[src/rtl/mc_ctrl.sv]
// rtl/mc_ctrl.sv - multi-cycle main control FSM for the 2-bit ALU datapath
module mc_ctrl (
   input  logic       clk,
   input  logic       reset,
   input  logic [5:0] opcode,
   input  logic [5:0] funct,
   input  logic       zero,
   output logic       pcen,
   output logic       iord,
   output logic       memwrite,
   output logic       irwrite,
   output logic       regdst,
   output logic       memtoreg,
   output logic       regwrite,
   output logic       alusrca,
   output logic [1:0] alusrcb,
   output logic       extop,
   output logic [1:0] aluop,
   output logic [1:0] pcsrc,
   output logic [3:0] state
);

   typedef enum logic [3:0] {
      ST_FETCH  = 4'd0,
      ST_DECODE = 4'd1,
      ST_MEMADR = 4'd2,
      ST_MEMRD  = 4'd3,
      ST_MEMWB  = 4'd4,
      ST_MEMWR  = 4'd5,
      ST_RTEX   = 4'd6,
      ST_ALUWB  = 4'd7,
      ST_BEQEX  = 4'd8,
      ST_IMMEX  = 4'd9,
      ST_JEX    = 4'd10
   } state_t;

   localparam logic [5:0] OP_RTYPE = 6'b000000;
   localparam logic [5:0] OP_LW    = 6'b100011;
   localparam logic [5:0] OP_SW    = 6'b101011;
   localparam logic [5:0] OP_BEQ   = 6'b000100;
   localparam logic [5:0] OP_ADDIU = 6'b001001;
   localparam logic [5:0] OP_ORI   = 6'b001101;
   localparam logic [5:0] OP_J     = 6'b000010;

   localparam logic [5:0] FN_ADDU = 6'b100001;
   localparam logic [5:0] FN_SUBU = 6'b100011;
   localparam logic [5:0] FN_OR   = 6'b100101;
   localparam logic [5:0] FN_AND  = 6'b100100;

   localparam logic [1:0] ALU_ADD = 2'b00;
   localparam logic [1:0] ALU_SUB = 2'b01;
   localparam logic [1:0] ALU_OR  = 2'b10;
   localparam logic [1:0] ALU_AND = 2'b11;

   localparam logic [1:0] SRCB_REG  = 2'b00;
   localparam logic [1:0] SRCB_FOUR = 2'b01;
   localparam logic [1:0] SRCB_EXT  = 2'b10;
   localparam logic [1:0] SRCB_BOFS = 2'b11;

   localparam logic [1:0] PCSRC_ALU  = 2'b00;
   localparam logic [1:0] PCSRC_OUT  = 2'b01;
   localparam logic [1:0] PCSRC_JUMP = 2'b10;

   logic [3:0] state_q;
   state_t     state_d;

   logic       funct_legal;
   logic       pcwrite;
   logic       branch;
   logic       irwrite_raw;
   logic       regwrite_raw;
   logic       memwrite_raw;

   // Only the four supported R-type functions are allowed through DECODE.
   always_comb begin
      funct_legal = 1'b0;
      case (funct)
         FN_ADDU, FN_SUBU, FN_OR, FN_AND: funct_legal = 1'b1;
         default:                         funct_legal = 1'b0;
      endcase
   end

   // State register; reset returns to FETCH immediately.
   always_ff @(posedge clk or posedge reset) begin
      if (reset) begin
         state_q <= ST_FETCH;
      end else begin
         state_q <= state_d;
      end
   end

   // Next-state selection; undefined encodings fall back to FETCH.
   always_comb begin
      state_d = ST_FETCH;
      case (state_q)
         ST_FETCH: state_d = ST_DECODE;
         ST_DECODE: begin
            case (opcode)
               OP_LW, OP_SW:      state_d = ST_MEMADR;
               OP_RTYPE:          state_d = funct_legal ? ST_RTEX : ST_FETCH;
               OP_BEQ:            state_d = ST_BEQEX;
               OP_ADDIU, OP_ORI:  state_d = ST_IMMEX;
               OP_J:              state_d = ST_JEX;
               default:           state_d = ST_FETCH;
            endcase
         end
         ST_MEMADR: begin
            if (opcode == OP_LW) begin
               state_d = ST_MEMRD;
            end else if (opcode == OP_SW) begin
               state_d = ST_MEMWR;
            end else begin
               state_d = ST_FETCH;
            end
         end
         ST_MEMRD:  state_d = ST_MEMWB;
         ST_MEMWB:  state_d = ST_FETCH;
         ST_MEMWR:  state_d = ST_FETCH;
         ST_RTEX:   state_d = ST_ALUWB;
         ST_IMMEX:  state_d = ST_ALUWB;
         ST_ALUWB:  state_d = ST_FETCH;
         ST_BEQEX:  state_d = ST_FETCH;
         ST_JEX:    state_d = ST_FETCH;
         default:   state_d = ST_FETCH;
      endcase
   end

   // Per-state datapath controls; everything not named in a state stays 0.
   always_comb begin
      iord         = 1'b0;
      regdst       = 1'b0;
      memtoreg     = 1'b0;
      alusrca      = 1'b0;
      alusrcb      = SRCB_REG;
      extop        = 1'b0;
      aluop        = ALU_ADD;
      pcsrc        = PCSRC_ALU;
      pcwrite      = 1'b0;
      branch       = 1'b0;
      irwrite_raw  = 1'b0;
      regwrite_raw = 1'b0;
      memwrite_raw = 1'b0;
      case (state_q)
         ST_FETCH: begin
            alusrcb     = SRCB_FOUR;
            irwrite_raw = 1'b1;
            pcwrite     = 1'b1;
         end
         ST_DECODE: begin
            // Precompute the branch target into ALUOut while decoding.
            alusrcb = SRCB_BOFS;
            extop   = 1'b1;
         end
         ST_MEMADR: begin
            alusrca = 1'b1;
            alusrcb = SRCB_EXT;
            extop   = 1'b1;
         end
         ST_MEMRD: begin
            iord = 1'b1;
         end
         ST_MEMWB: begin
            memtoreg     = 1'b1;
            regwrite_raw = 1'b1;
         end
         ST_MEMWR: begin
            iord         = 1'b1;
            memwrite_raw = 1'b1;
         end
         ST_RTEX: begin
            alusrca = 1'b1;
            alusrcb = SRCB_REG;
            case (funct)
               FN_SUBU: aluop = ALU_SUB;
               FN_OR:   aluop = ALU_OR;
               FN_AND:  aluop = ALU_AND;
               default: aluop = ALU_ADD;
            endcase
         end
         ST_IMMEX: begin
            alusrca = 1'b1;
            alusrcb = SRCB_EXT;
            if (opcode == OP_ORI) begin
               extop = 1'b0;
               aluop = ALU_OR;
            end else if (opcode == OP_ADDIU) begin
               extop = 1'b1;
               aluop = ALU_ADD;
            end
         end
         ST_ALUWB: begin
            regdst       = (opcode == OP_RTYPE);
            regwrite_raw = 1'b1;
         end
         ST_BEQEX: begin
            alusrca = 1'b1;
            alusrcb = SRCB_REG;
            aluop   = ALU_SUB;
            pcsrc   = PCSRC_OUT;
            branch  = 1'b1;
         end
         ST_JEX: begin
            pcsrc   = PCSRC_JUMP;
            pcwrite = 1'b1;
         end
         default: begin
            iord = 1'b0;
         end
      endcase
   end

   // Architectural enables are killed combinationally while reset is high.
   always_comb begin
      pcen     = ~reset & (pcwrite | (branch & zero));
      irwrite  = ~reset & irwrite_raw;
      regwrite = ~reset & regwrite_raw;
      memwrite = ~reset & memwrite_raw;
      state    = state_q;
   end

endmodule

[config.mk]
export PLATFORM = sky130hd
export DESIGN_NAME = mc_ctrl
export DESIGN_NICKNAME = d
export VERILOG_FILES = /design/src/rtl/mc_ctrl.sv
export SDC_FILE = /design/constraint.sdc
export NUM_CORES = 1
export LEC_CHECK = 0
export CORE_MARGIN = 5
export CORE_UTILIZATION = 37
export CTS_CLUSTER_SIZE = 10
export DETAILED_ROUTE_END_ITERATION = 8
export PLACE_DENSITY = 0.81
export SYNTH_ARGS = -nofsm -noshare
export SYNTH_HDL_FRONTEND = slang
export SYNTH_SLANG_ARGS = --single-unit
[constraint.sdc]
create_clock -name clk -period 2.56 [get_ports clk]
set_input_delay 0.512 -clock clk [delete_from_list [all_inputs] [get_ports clk]]
set_output_delay 0.512 -clock clk [all_outputs]
set_load 0.02 [all_outputs]
# Yosys cells after proc, flatten, opt, wreduce, memory -nomap -nowiden
# Cells that the tools add are included.
# W data, S select, Z words.
# totals
out_inout_bits	19
input_bits	15
regBits	4
wordCells	63
# op_classes
n_reduce_logical	12
n_bitwise	7
n_mux	23
eq_ne	20
# op_table
op	count
$pmux W4 S5	2
$eq A6 B6 Y1 const B	6
$pmux W2 S3	3
$eq A4 B3 Y1 const B	4
$reduce_or A2 Y1	8
$eq A4 B4 Y1 const B	3
$eq A6 B4 Y1 const B	2
$mux W1	12
$mux W3	3
$eq A4 B2 Y1 const B	2
$reduce_or A4 Y1	2
$eq A6 B2 Y1 const B	1
$eq A6 B3 Y1 const B	1
$logic_not A6 Y1	1
$and A1 B1 Y1	5
$eq A4 B1 Y1 const B	1
$logic_not A4 Y1	1
$pmux W2 S2	1
$mux W2	1
$pmux W1 S2	1
$not A1 Y1	1
$or A1 B1 Y1	1

# Depth between registers and ports, before layout
# logic_depth
word_depth	6
ltp_mapped	5
mapped_depth_nobuf	4

# Least setup slack after synthesis
# No wires, ideal clock.
# synth_timing
path_type	register -> output
from	register state_q[2], in the netlist state[2]
to	output port aluop[0]
required_time_ps	2048
t_arrival_ps	1634
stages_incl_launch_ff	5
n_path_buf	1
slack_ps	414
cell_sequence	dfrtp_1 buf_2 nand2b_1 nor3_1 o21bai_1
# synth_between
elab_chain_len	2
elab_cells_between_ends	4
classes_between	eq/ne (3); mux (1)
# synth_rtl
item	line	source
start, declared	64	logic [3:0] state_q;
start signal, assigned	88	state_q <= state_d;
$eq A4 B4 Y1 / $eq A4 B3 Y1 (equally long branches)	143	case (state_q)
$pmux W2 S3 *	143	
end, declared	18	output logic [1:0] aluop,
# Mark *: on every way between the ends. The rest lies on a longest branch, timed or not.

# Worst setup path in the final report
# layout_timing
from	input port opcode[0]
to	output port extop
# layout_between
elab_chain_len	4
elab_cells_between_ends	5
classes_between	eq/ne (2); mux (3)
# layout_rtl
item	line	source
start, declared	5	input logic [5:0] opcode,
$eq A6 B4 Y1	186	end else if (opcode == OP_ADDIU) begin
$mux W1	186	
$mux W1 *	183	if (opcode == OP_ORI) begin
$pmux W1 S2 *	143	
end, declared	17	output logic extop,
# Marked as above.

==> key figures <==
Timing
  – Worst slew margin: 0.748
  – Max Clock Freq: around 400 MHz
  – Final hold slack: between 0.5 and 0.6 ns
  – PnR worst setup slack: 0.0810 ns
  – Min Clock Period, post-route: 2.48 ns
  – Slew Limit Fails: 0
  – Worst Max-Slew Pin Slew: around 0.37 ns
  – Skew final: just under 0.01 ns
  – RSZ-0062 raised after global routing: false
  – Final setup vio count: 0
  – Fin. Hold Viols: 0
  – Period utilization: 0.968

Placement
  – PortBufs: 33
  – DP Worst Slack: -0.235 ns
  – Placer Congestion: roughly 0.79
  – Placed cell area: roughly 930 sq um
  – Post-detail-place hpwl: around 1600 um
  – Post-placement cell count: between 100 and 150

Synth
  – Ys Warns: 0
  – Netlist area before placement: roughly 520 sq um
  – Synth top area share: 0.191
  – Part of the Yosys area used for sequential elements: 0.191
  – Synth area leader: dfrtp_1
  – Syn Inst Count: 73
  – Most common cell in the netlist: nand2b_1
  – Synth Net Count: 88
  – Ys async rst share: 1.00
  – EDFF count, synth: 0
  – Mapped Avg Cell Area: just over 7 sq um
  – Prevailing post-synth register cell: dfrtp_1
  – Synth top area cells: dfrtp_1, nand2b_1, nor2_1
  – Post-synthesis register bit count: 4
  – Unique masters post-synth: 32
  – Post-synth top cells: nand2b_1, nor2_1, nand2_1, nor3_1

Die
  – Core ar.: about 0.0013 sq mm
  – Rows: 13
  – IO Count: 34
  – Die X: 47.6 um
  – Full die area: between 0.002 and 0.0025 sq mm
  – Die H: 47.6 um
  – Initial core utilization: 0.397

GRT
  – Global-route wire length before repair: approximately 2700 um
  – Initial antenna violation count: 0
  – Congestion Overflow GR: 0
  – Total GRT Usage: 0.168
  – Vias in the first global route: between 600 and 700
  – Largest net degree at the start of global routing: 10

Route
  – Drt total wl: around 1900 um
  – Drt drc: 0
  – Antenna Violating Nets Remaining: 0
  – Drt wl/cell: approximately 14 um
  – DRT iter0 DRCs: 20
  – Routed vias: 715
  – Pre-Repair DR Iteration Count: 5
  – Via density: 5.46

Worst setup path
  – Register-to-Register Path Depth: 4
  – WP data required: around 2 ns
  – Reg2reg end: state[1]
  – Critical path endpoint category: output pin
  – Critical-path maximum fanout: 2
  – Critical Path AT: just under 2 ns
  – Setup slack, reg-to-reg: 1.11 ns
  – Worst r2r src: state[3]
  – Crit Path Class: in -> out
  – Critical Path Start Type: input pin

Power
  – Pwr Total: about 0.53 mW
  – Pwr dens: roughly 560 mW/mm^2
  – Peak VDD IR: between 0.4 and 0.5 mV
  – Leakage: approximately 0.43 nW

Clocking
  – Post-CTS setup buffers: 0
  – Root Buffer: clkbuf_4
  – Clock sink count: 4
  – Total CTS buffers: 3
  – Clk Latency, worst-skew pair: about 0.24 ns
  – Clock Tree Buf Depth: 2
  – CTS tree: built
  – Clock-pin transition on the worst setup and hold timing paths: 0.04 ns
  – Htree depth: 1

Finish
  – Layout area overhead: 81.3%
  – Finished Cell Area: around 950 sq um
  – N_diodes: 0
  – Share of layout cells above drive strength 1: 0.172
  – Post-Layout Cell Count: 131
  – # fillers: 106
  – Largest register FFs: 4
  – Final #Nets: ~130

Run status
  – Status: complete, no violations

Run
  – Total of max-cap violations: 0

Worst hold path
  – Hold WC Path Type: in -> async
==> cells in the final DEF (no fill, tap or decap), types with 2 or more instances in the layout <==
master / count
a21oi_1: 3
buf_4: 10
clkbuf_2: 2
clkbuf_4: 3
clkdlybuf4s50_1: 27
dfrtp_1: 4
dlymetal6s2s_1: 2
inv_1: 4
nand2_1: 6
nand2b_1: 8
nand3_1: 3
nand3b_1: 2
nor2_1: 7
nor3_1: 5
nor3b_1: 3
nor4_1: 2
o21ai_0: 2
o22ai_1: 2
xnor2_1: 2
==> cell families (layout without fill, tap and decap cells) <==
logic type / Yosys count / in the layout / synth area share
compound gates: 13 / 13 / 0.165
mux: 2 / 2 / 0.0407
buf+inv: 7 / 50 / 0.0574
xor+xnor: 3 / 3 / 0.0502
simple gates: 44 / 44 / 0.495
flops: 4 / 4 / 0.191
==> worst max-delay path by stage <==
stage                    from        to  slack [ns]  depth (start not counted)
floorplan            state[2]  aluop[0]        0.41                          4
global placement    opcode[3]    regdst       -0.20                          6
detailed placement  opcode[3]    regdst       -0.23                          6
CTS                  state[3]   irwrite        0.04                          3
global route        opcode[0]     extop        0.01                          7
finish              opcode[0]     extop        0.08                          7
==> per-layer routing <==
| layer | wire length, um | up-vias | track usage |
|---|---|---|---|
| met4 | 12 | 0 | 0.0323 |
| met1 | 741 | 330 | 0.197 |
| met2 | 978 | 30 | 0.321 |
| met5 | 0 | - | 0 |
| li1 | - | 353 | - |
| met3 | 124 | 2 | 0.0263 |
==> final cells by class <==
cell class                      count  area [sq um]  area share
Sequential cell                     4           100       0.106
Timing Repair Buffer               43           399       0.421
Tap cell                           15          18.8      0.0198
Inverter                            4          15.0      0.0158
Multi-Input combinational cell     62           393       0.414
Clock buffer                        3          22.5      0.0237
==> worst max-delay path, stage by stage <==
cell             delay, ns
clkdlybuf4s50_1       0.47
buf_4                 0.11
nand2_1               0.07
nor2_1                0.15
nand3_1               0.13
o22ai_1               0.19
clkdlybuf4s15_1       0.34
==> through the flow <==
step           TNS, ns  utilization
6_report             0        0.720
3_3_place_gp    -0.572        0.708
3_5_place_dp    -0.751        0.708
4_1_cts              0        0.721
5_1_grt              0        0.720
2_1_floorplan        0            -
==> what timing repair did <==
action,CTS,global route
setup endpoints to repair,4,5
hold buffers,0,0
endpoints found under the hold margin,0,0
resized for setup,4,8
==> report_power, final <==
group | total [mW] | internal (mW) | switching, mW
Sequential | 0.0937 | 0.0752 | 0.0185
Combinational | 0.356 | 0.170 | 0.186
Clock | 0.0799 | 0.0525 | 0.0273
Total | 0.530 | 0.298 | 0.232
(Power assumes the default switching activity.)
